File: src/rtl/mem_access_stage.sv
//
// mem_access_stage
// ----------------
// Data-memory access unit for the MEM stage of the five-stage MIPS pipeline.
// It sits between the EX/MEM and MEM/WB registers. It turns the registered
// load/store controls into one request/response transaction on the data bus
// and stalls the pipeline while that transaction is outstanding. Load data is
// sign- or zero-extended into a registered result. Address-error exceptions
// are flagged before any bus traffic is issued.
//
// Build option:
//   MEM_ADDR_EXC_EN  defined   -> misaligned word/halfword accesses raise AdEL
//                                 (bit 4) or AdES (bit 5) and issue no request.
//                    undefined -> no alignment faults. The low address bits are
//                                 forced to zero for word/halfword accesses.
//
// Ports:
//   clk, reset                        clock, synchronous active-high reset
//   exmem_mem_r / exmem_mem_w         load / store in the MEM slot
//   mem_nop                           MEM slot holds a bubble
//   exmem_alu_res                     effective byte address
//   exmem_aligned_rt_data             lane-aligned store data
//   mem_byte_w_en                     store byte strobes
//   exmem_load_sel                    0 LW, 1 LB, 2 LBU, 3 LH, 4 LHU
//   exmem_store_sel                   0 SW, 1 SB, 2 SH
//   exmem_excepttype                  exception bits carried from EX
//   pipe_stall                        another stage is holding the MEM slot
//   cu_flush                          exception flush of the MEM slot
//   dbus_req/wr/addr/wstrb/wdata      data-bus request channel
//   dbus_addr_ok/data_ok/rdata        data-bus acceptance and response
//   mem_stall                         MEM cannot retire this cycle
//   mem_load_data                     registered, extended load result
//   mem_excepttype_out, mem_badvaddr  exception bits and faulting address
`timescale 1ns/1ps

module mem_access_stage (
    input  logic        clk,
    input  logic        reset,
    input  logic        exmem_mem_r,
    input  logic        exmem_mem_w,
    input  logic        mem_nop,
    input  logic [31:0] exmem_alu_res,
    input  logic [31:0] exmem_aligned_rt_data,
    input  logic [3:0]  mem_byte_w_en,
    input  logic [2:0]  exmem_load_sel,
    input  logic [2:0]  exmem_store_sel,
    input  logic [31:0] exmem_excepttype,
    input  logic        pipe_stall,
    input  logic        cu_flush,
    output logic        dbus_req,
    output logic        dbus_wr,
    output logic [31:0] dbus_addr,
    output logic [3:0]  dbus_wstrb,
    output logic [31:0] dbus_wdata,
    input  logic        dbus_addr_ok,
    input  logic        dbus_data_ok,
    input  logic [31:0] dbus_rdata,
    output logic        mem_stall,
    output logic [31:0] mem_load_data,
    output logic [31:0] mem_excepttype_out,
    output logic [31:0] mem_badvaddr
);

    typedef enum logic [2:0] {S_IDLE, S_REQ, S_WAIT, S_DONE, S_DRAIN} state_t;

    localparam logic [2:0] LD_LW  = 3'd0;
    localparam logic [2:0] LD_LB  = 3'd1;
    localparam logic [2:0] LD_LBU = 3'd2;
    localparam logic [2:0] LD_LH  = 3'd3;
    localparam logic [2:0] LD_LHU = 3'd4;
    localparam logic [2:0] ST_SW  = 3'd0;
    localparam logic [2:0] ST_SH  = 3'd2;

    state_t      state, state_next;
    logic        word_acc, half_acc;
    logic        addr_err;
    logic        access;
    logic [31:0] bus_addr;

    // Little-endian lane select: bytes by addr[1:0], halfwords by addr[1].
    function automatic logic [31:0] extend_load(input logic [2:0]  sel,
                                                input logic [1:0]  lane,
                                                input logic [31:0] word);
        logic [7:0]  b;
        logic [15:0] h;
        b = word[{lane, 3'b000} +: 8];
        h = lane[1] ? word[31:16] : word[15:0];
        case (sel)
            LD_LB:   return {{24{b[7]}}, b};
            LD_LBU:  return {24'd0, b};
            LD_LH:   return {{16{h[15]}}, h};
            LD_LHU:  return {16'd0, h};
            default: return word;
        endcase
    endfunction

    assign word_acc = (exmem_mem_r && exmem_load_sel == LD_LW) ||
                      (exmem_mem_w && exmem_store_sel == ST_SW);
    assign half_acc = (exmem_mem_r && (exmem_load_sel == LD_LH || exmem_load_sel == LD_LHU)) ||
                      (exmem_mem_w && exmem_store_sel == ST_SH);

`ifdef MEM_ADDR_EXC_EN
    // A bubble never faults; byte accesses are always aligned.
    assign addr_err = !mem_nop &&
                      ((word_acc && exmem_alu_res[1:0] != 2'b00) ||
                       (half_acc && exmem_alu_res[0]));
    assign bus_addr = exmem_alu_res;
    assign mem_excepttype_out = exmem_excepttype |
                                {26'd0, addr_err && exmem_mem_w, addr_err && exmem_mem_r, 4'd0};
    assign mem_badvaddr = addr_err ? exmem_alu_res : 32'd0;
`else
    assign addr_err = 1'b0;
    always_comb begin
        bus_addr = exmem_alu_res;
        if (word_acc)
            bus_addr[1:0] = 2'b00;
        else if (half_acc)
            bus_addr[0] = 1'b0;
    end
    assign mem_excepttype_out = exmem_excepttype;
    assign mem_badvaddr = 32'd0;
`endif

    assign access = (exmem_mem_r || exmem_mem_w) && !mem_nop && !cu_flush &&
                    (exmem_excepttype == 32'd0) && !addr_err;

    always_ff @(posedge clk) begin
        if (reset)
            state <= S_IDLE;
        else
            state <= state_next;
    end

    always_comb begin
        state_next = state;
        dbus_req   = 1'b0;
        mem_stall  = 1'b0;
        case (state)
            S_IDLE: begin
                dbus_req  = access;
                mem_stall = access;
                if (access)
                    state_next = dbus_addr_ok ? S_WAIT : S_REQ;
            end
            S_REQ: begin
                // Payload comes straight from EX/MEM, which the stall holds.
                dbus_req  = !cu_flush;
                mem_stall = access;
                if (cu_flush)
                    state_next = S_IDLE;
                else if (dbus_addr_ok)
                    state_next = S_WAIT;
            end
            S_WAIT: begin
                mem_stall = access;
                if (dbus_data_ok)
                    state_next = cu_flush ? S_IDLE : S_DONE;
                else if (cu_flush)
                    state_next = S_DRAIN;
            end
            S_DONE: begin
                // Result is ready; stay here without re-issuing while held.
                if (!pipe_stall)
                    state_next = S_IDLE;
            end
            S_DRAIN: begin
                // The bus still owes a response to a flushed access.
                mem_stall = 1'b1;
                if (dbus_data_ok)
                    state_next = S_IDLE;
            end
            default: state_next = S_IDLE;
        endcase
    end

    assign dbus_wr    = dbus_req && exmem_mem_w;
    assign dbus_addr  = bus_addr;
    assign dbus_wstrb = dbus_wr ? mem_byte_w_en : 4'd0;
    assign dbus_wdata = dbus_wr ? exmem_aligned_rt_data : 32'd0;

    always_ff @(posedge clk) begin
        if (reset)
            mem_load_data <= 32'd0;
        else if (state == S_WAIT && dbus_data_ok && !cu_flush && exmem_mem_r)
            mem_load_data <= extend_load(exmem_load_sel, exmem_alu_res[1:0], dbus_rdata);
    end

endmodule

File: config.mk
export PLATFORM = sky130hd
export DESIGN_NAME = mem_access_stage
export DESIGN_NICKNAME = d
export VERILOG_FILES = /design/src/rtl/mem_access_stage.sv
export SDC_FILE = /design/constraint.sdc
export NUM_CORES = 1
export LEC_CHECK = 0
export CAP_MARGIN = 20
export CORE_AREA = 2 2 122 124
export CTS_BUF_LIST = sky130_fd_sc_hd__clkbuf_4
export CTS_CLUSTER_SIZE = 20
export DETAILED_ROUTE_END_ITERATION = 7
export DIE_AREA = 0 0 124 126
export GPL_ROUTABILITY_DRIVEN = 0
export PLACE_DENSITY_LB_ADDON = 0.2
export SYNTH_ARGS = -nofsm -noshare
export SYNTH_HDL_FRONTEND = slang
export SYNTH_SLANG_ARGS = --single-unit
File: constraint.sdc
create_clock -name clk -period 2 [get_ports clk]
set_input_delay 0.2 -clock clk [delete_from_list [all_inputs] [get_ports clk]]
set_output_delay 0.2 -clock clk [all_outputs]
set_load 0.05 [all_outputs]
==> results.json <==
{
  "synth_area_um2": 3260,
  "nFillCells": 1395,
  "path_cells": "nor4b_4 > a21o_4 > buf_12 > buf_12 > buf_16 > and3_4 > buf_12",
  "clk_pin_slew_ps": 120,
  "rsz0062_at_grt": "yes",
  "yosysSeqAreaShare_pct": 21.5,
  "cp_top_family": "simple AND/OR/NAND/NOR gates",
  "worstHoldEndpoint": "dbus_addr[11]",
  "min_delay_path_depth": 0,
  "r2r-start": "state[0]",
  "slew_headroom_pct": 57.9,
  "syn_inst": 429,
  "crit_top_cell": "buf_12",
  "use_met3_pct": 4.26,
  "p_leak_nw": 2.60,
  "fin_crit_sh_pct": 105,
  "num_vias": 4061,
  "drt-initial-drc-count": 379,
  "drive_gt1_share_pct": 42.0,
  "grt-ovfl-total": 0,
  "ant_nets": 0,
  "io_buffer_count": 221,
  "ys.flop_type": "dfxtp_1",
  "slowest_delay_ps": 390,
  "p_clk_share_pct": 21.0,
  "tightest_slew_ps": 630,
  "gr-usage-met2_pct": 34.7,
  "p_int_mw": 1.23,
  "drc": 0,
  "die_h_um": 126,
  "grt_pass1_wl_mm": 23.5,
  "cts-hold-fix-buffers": 0,
  "vias_per_cell": 4.83,
  "yosysWarnings": 0,
  "coreArea_um2": 14300,
  "critPathArrivalTime_ps": 1900,
  "status": "finished, violations left",
  "die-area_um2": 15600,
  "crit_buf_inv": 4,
  "combPwrFrac_pct": 45.0,
  "diodes": 0,
  "grtUsageTotal_pct": 19.4,
  "hold_path_class": "in -> out",
  "setup_viol": 21,
  "hold_start": "exmem_alu_res[11]",
  "p_sw_share_pct": 39.6,
  "final_nets": 803,
  "first_pass_iters": 7,
  "grt_use_met1_pct": 22.5,
  "layout_common_cells": "clkdlybuf4s50_1 (110), buf_4 (105), buf_12 (50), nor2_1 (45), and3_4 (36)",
  "io_pins": 314,
  "crit_type": "reg -> out",
  "wire_per_inst_um": 18.7,
  "synth_edf_count": 0,
  "numCtsBuffers": 5,
  "ys_seq_elements": 35,
  "clockRootBuffer": "clkbuf_4",
  "hold_viol": 0,
  "grt_max_degree": 39,
  "cts_sinks": 35,
  "final_common_cell": "clkdlybuf4s50_1",
  "grt_pass1_vias": 4071,
  "max_freq_ghz": 0.475,
  "reg2regPathDepth": 7,
  "tns_ps": -1420,
  "start_kind": "register",
  "power_density_nw_per_um2": 315,
  "fin_worst_skew_ps": 6.71,
  "postLayoutSetupSlackWorst_ps": -105,
  "post-place-ws_ps": -409,
  "synthToLayoutAreaGrowth_pct": 98.3,
  "cp.required_ps": 1800,
  "cts_tree": "yes",
  "top_usage_layer": "met2",
  "syn_avg_cell_area_um2": 7.61,
  "antenna_found_initial": 0,
  "crit_slowest_cell": "dfxtp_4",
  "die_x_um": 124,
  "peakVddDrop_mv": 0.216,
  "num_rows": 44,
  "dp_hpwl_mm": 11.9,
  "cts_max_path_buffers": 2,
  "cts_max_level": 2,
  "worstSetupEndpointType": "primary output",
  "violations": "setup timing",
  "r2r-end": "mem_load_data[4]",
  "cap_violations": 0,
  "synth-async-reset-ratio_pct": 0,
  "drt-total-wl_mm": 15.7,
  "seq_power_share_pct": 34.0,
  "period_needed_ps": 2100,
  "post_synth_num_cell_types": 60,
  "r2r_setup_slack_ps": 40,
  "worstSkewPairLatency_ps": 340,
  "p_switching_uw": 806,
  "drv_slew": 0,
  "worstPathMaxFanout": 5,
  "initial_core_util_pct": 22.8
}
==> cells by family (layout without fill, tap and decap cells) <==
logic type      Yosys count  count (layout)  synth area share [%]
compound gates          112             112                  26.7
flops                    35              35                  21.5
xor+xnor                  2               2                 0.537
simple gates            148             148                  23.7
mux                       2               2                  1.03
other cells               1              32                 0.115
buf+inv                 129             326                  26.4
==> layout make-up <==
type                    instances  area, um^2  area share, %
clock buffers                   7        52.6          0.812
clock inverters                 1        5.00         0.0773
inverters                       6        22.5          0.348
multi-input cells             296        2110           32.6
flip-flops and latches         35         712           11.0
well taps                     184         230           3.56
repair buffers                312        3340           51.6
==> synth_stat cells, types with 5 or more instances <==
master	number	area [um^2]
a21oi_1	14	70.1
buf_2	9	45.0
dfxtp_1	35	701
a31oi_1	5	31.3
clkbuf_1	15	56.3
nand3_1	5	25.0
nor2_1	46	173
a222oi_1	7	70.1
nand2_1	27	101
nor4_1	10	62.6
a211oi_1	17	128
a211oi_2	10	125
o21ai_0	21	105
a22o_1	8	70.1
and3_1	37	231
buf_4	97	728
==> flip-flops by register name, indices dropped and copies added (netlist names) <==
signal,flops
state,3
mem_load_data,32
==> worst max path at each step <==
stage | start | to | depth (start not counted)
after floorplan | exmem_excepttype[18] | dbus_wdata[23] | 6
after detailed placement | exmem_excepttype[12] | dbus_wstrb[0] | 9
after CTS | state[2] | dbus_wdata[12] | 7
after global routing | state[1] | dbus_wdata[23] | 7
after global placement | exmem_excepttype[12] | dbus_wstrb[0] | 9
final | state[1] | dbus_wdata[12] | 7
==> what timing repair did <==
action / CTS / global route
setup buffers: 11 / 5
hold endpoints to repair: 0 / 0
pin swaps: 26 / 10
endpoints found under the setup margin: 40 / 40
gates cloned: 7 / 0
gates resized for setup: 161 / 24
==> through the flow <==
stage | utilization, % | instance area (um^2) | hold slack (ps) | cells | power, mW
floorplan | - | 3380 | 345 | 460 | 1.41
global placement | 41.6 | 5960 | 400 | 818 | 1.63
detailed placement | 41.6 | 5960 | 400 | 818 | 1.64
CTS | 45.4 | 6500 | 400 | 840 | 2.06
global route | 45.2 | 6470 | 400 | 841 | 2.14
finish | 45.2 | 6470 | 400 | 841 | 2.04
==> layer usage <==
metal	vias to the layer above	routed length, um
met5	-	0
met4	0	327
met3	26	1190
met2	189	8360
met1	1942	5830
li1	1904	-
==> power groups by stage <==
stage | Clock (mW) | Sequential [mW] | Combinational (mW)
after floorplan | 0 | 0.713 | 0.694
after global placement | 0 | 0.713 | 0.919
after detailed placement | 0 | 0.713 | 0.923
after CTS | 0.457 | 0.693 | 0.913
after global routing | 0.479 | 0.693 | 0.968
final | 0.427 | 0.693 | 0.916
No activity file was read; power rests on OpenSTA's default activity.
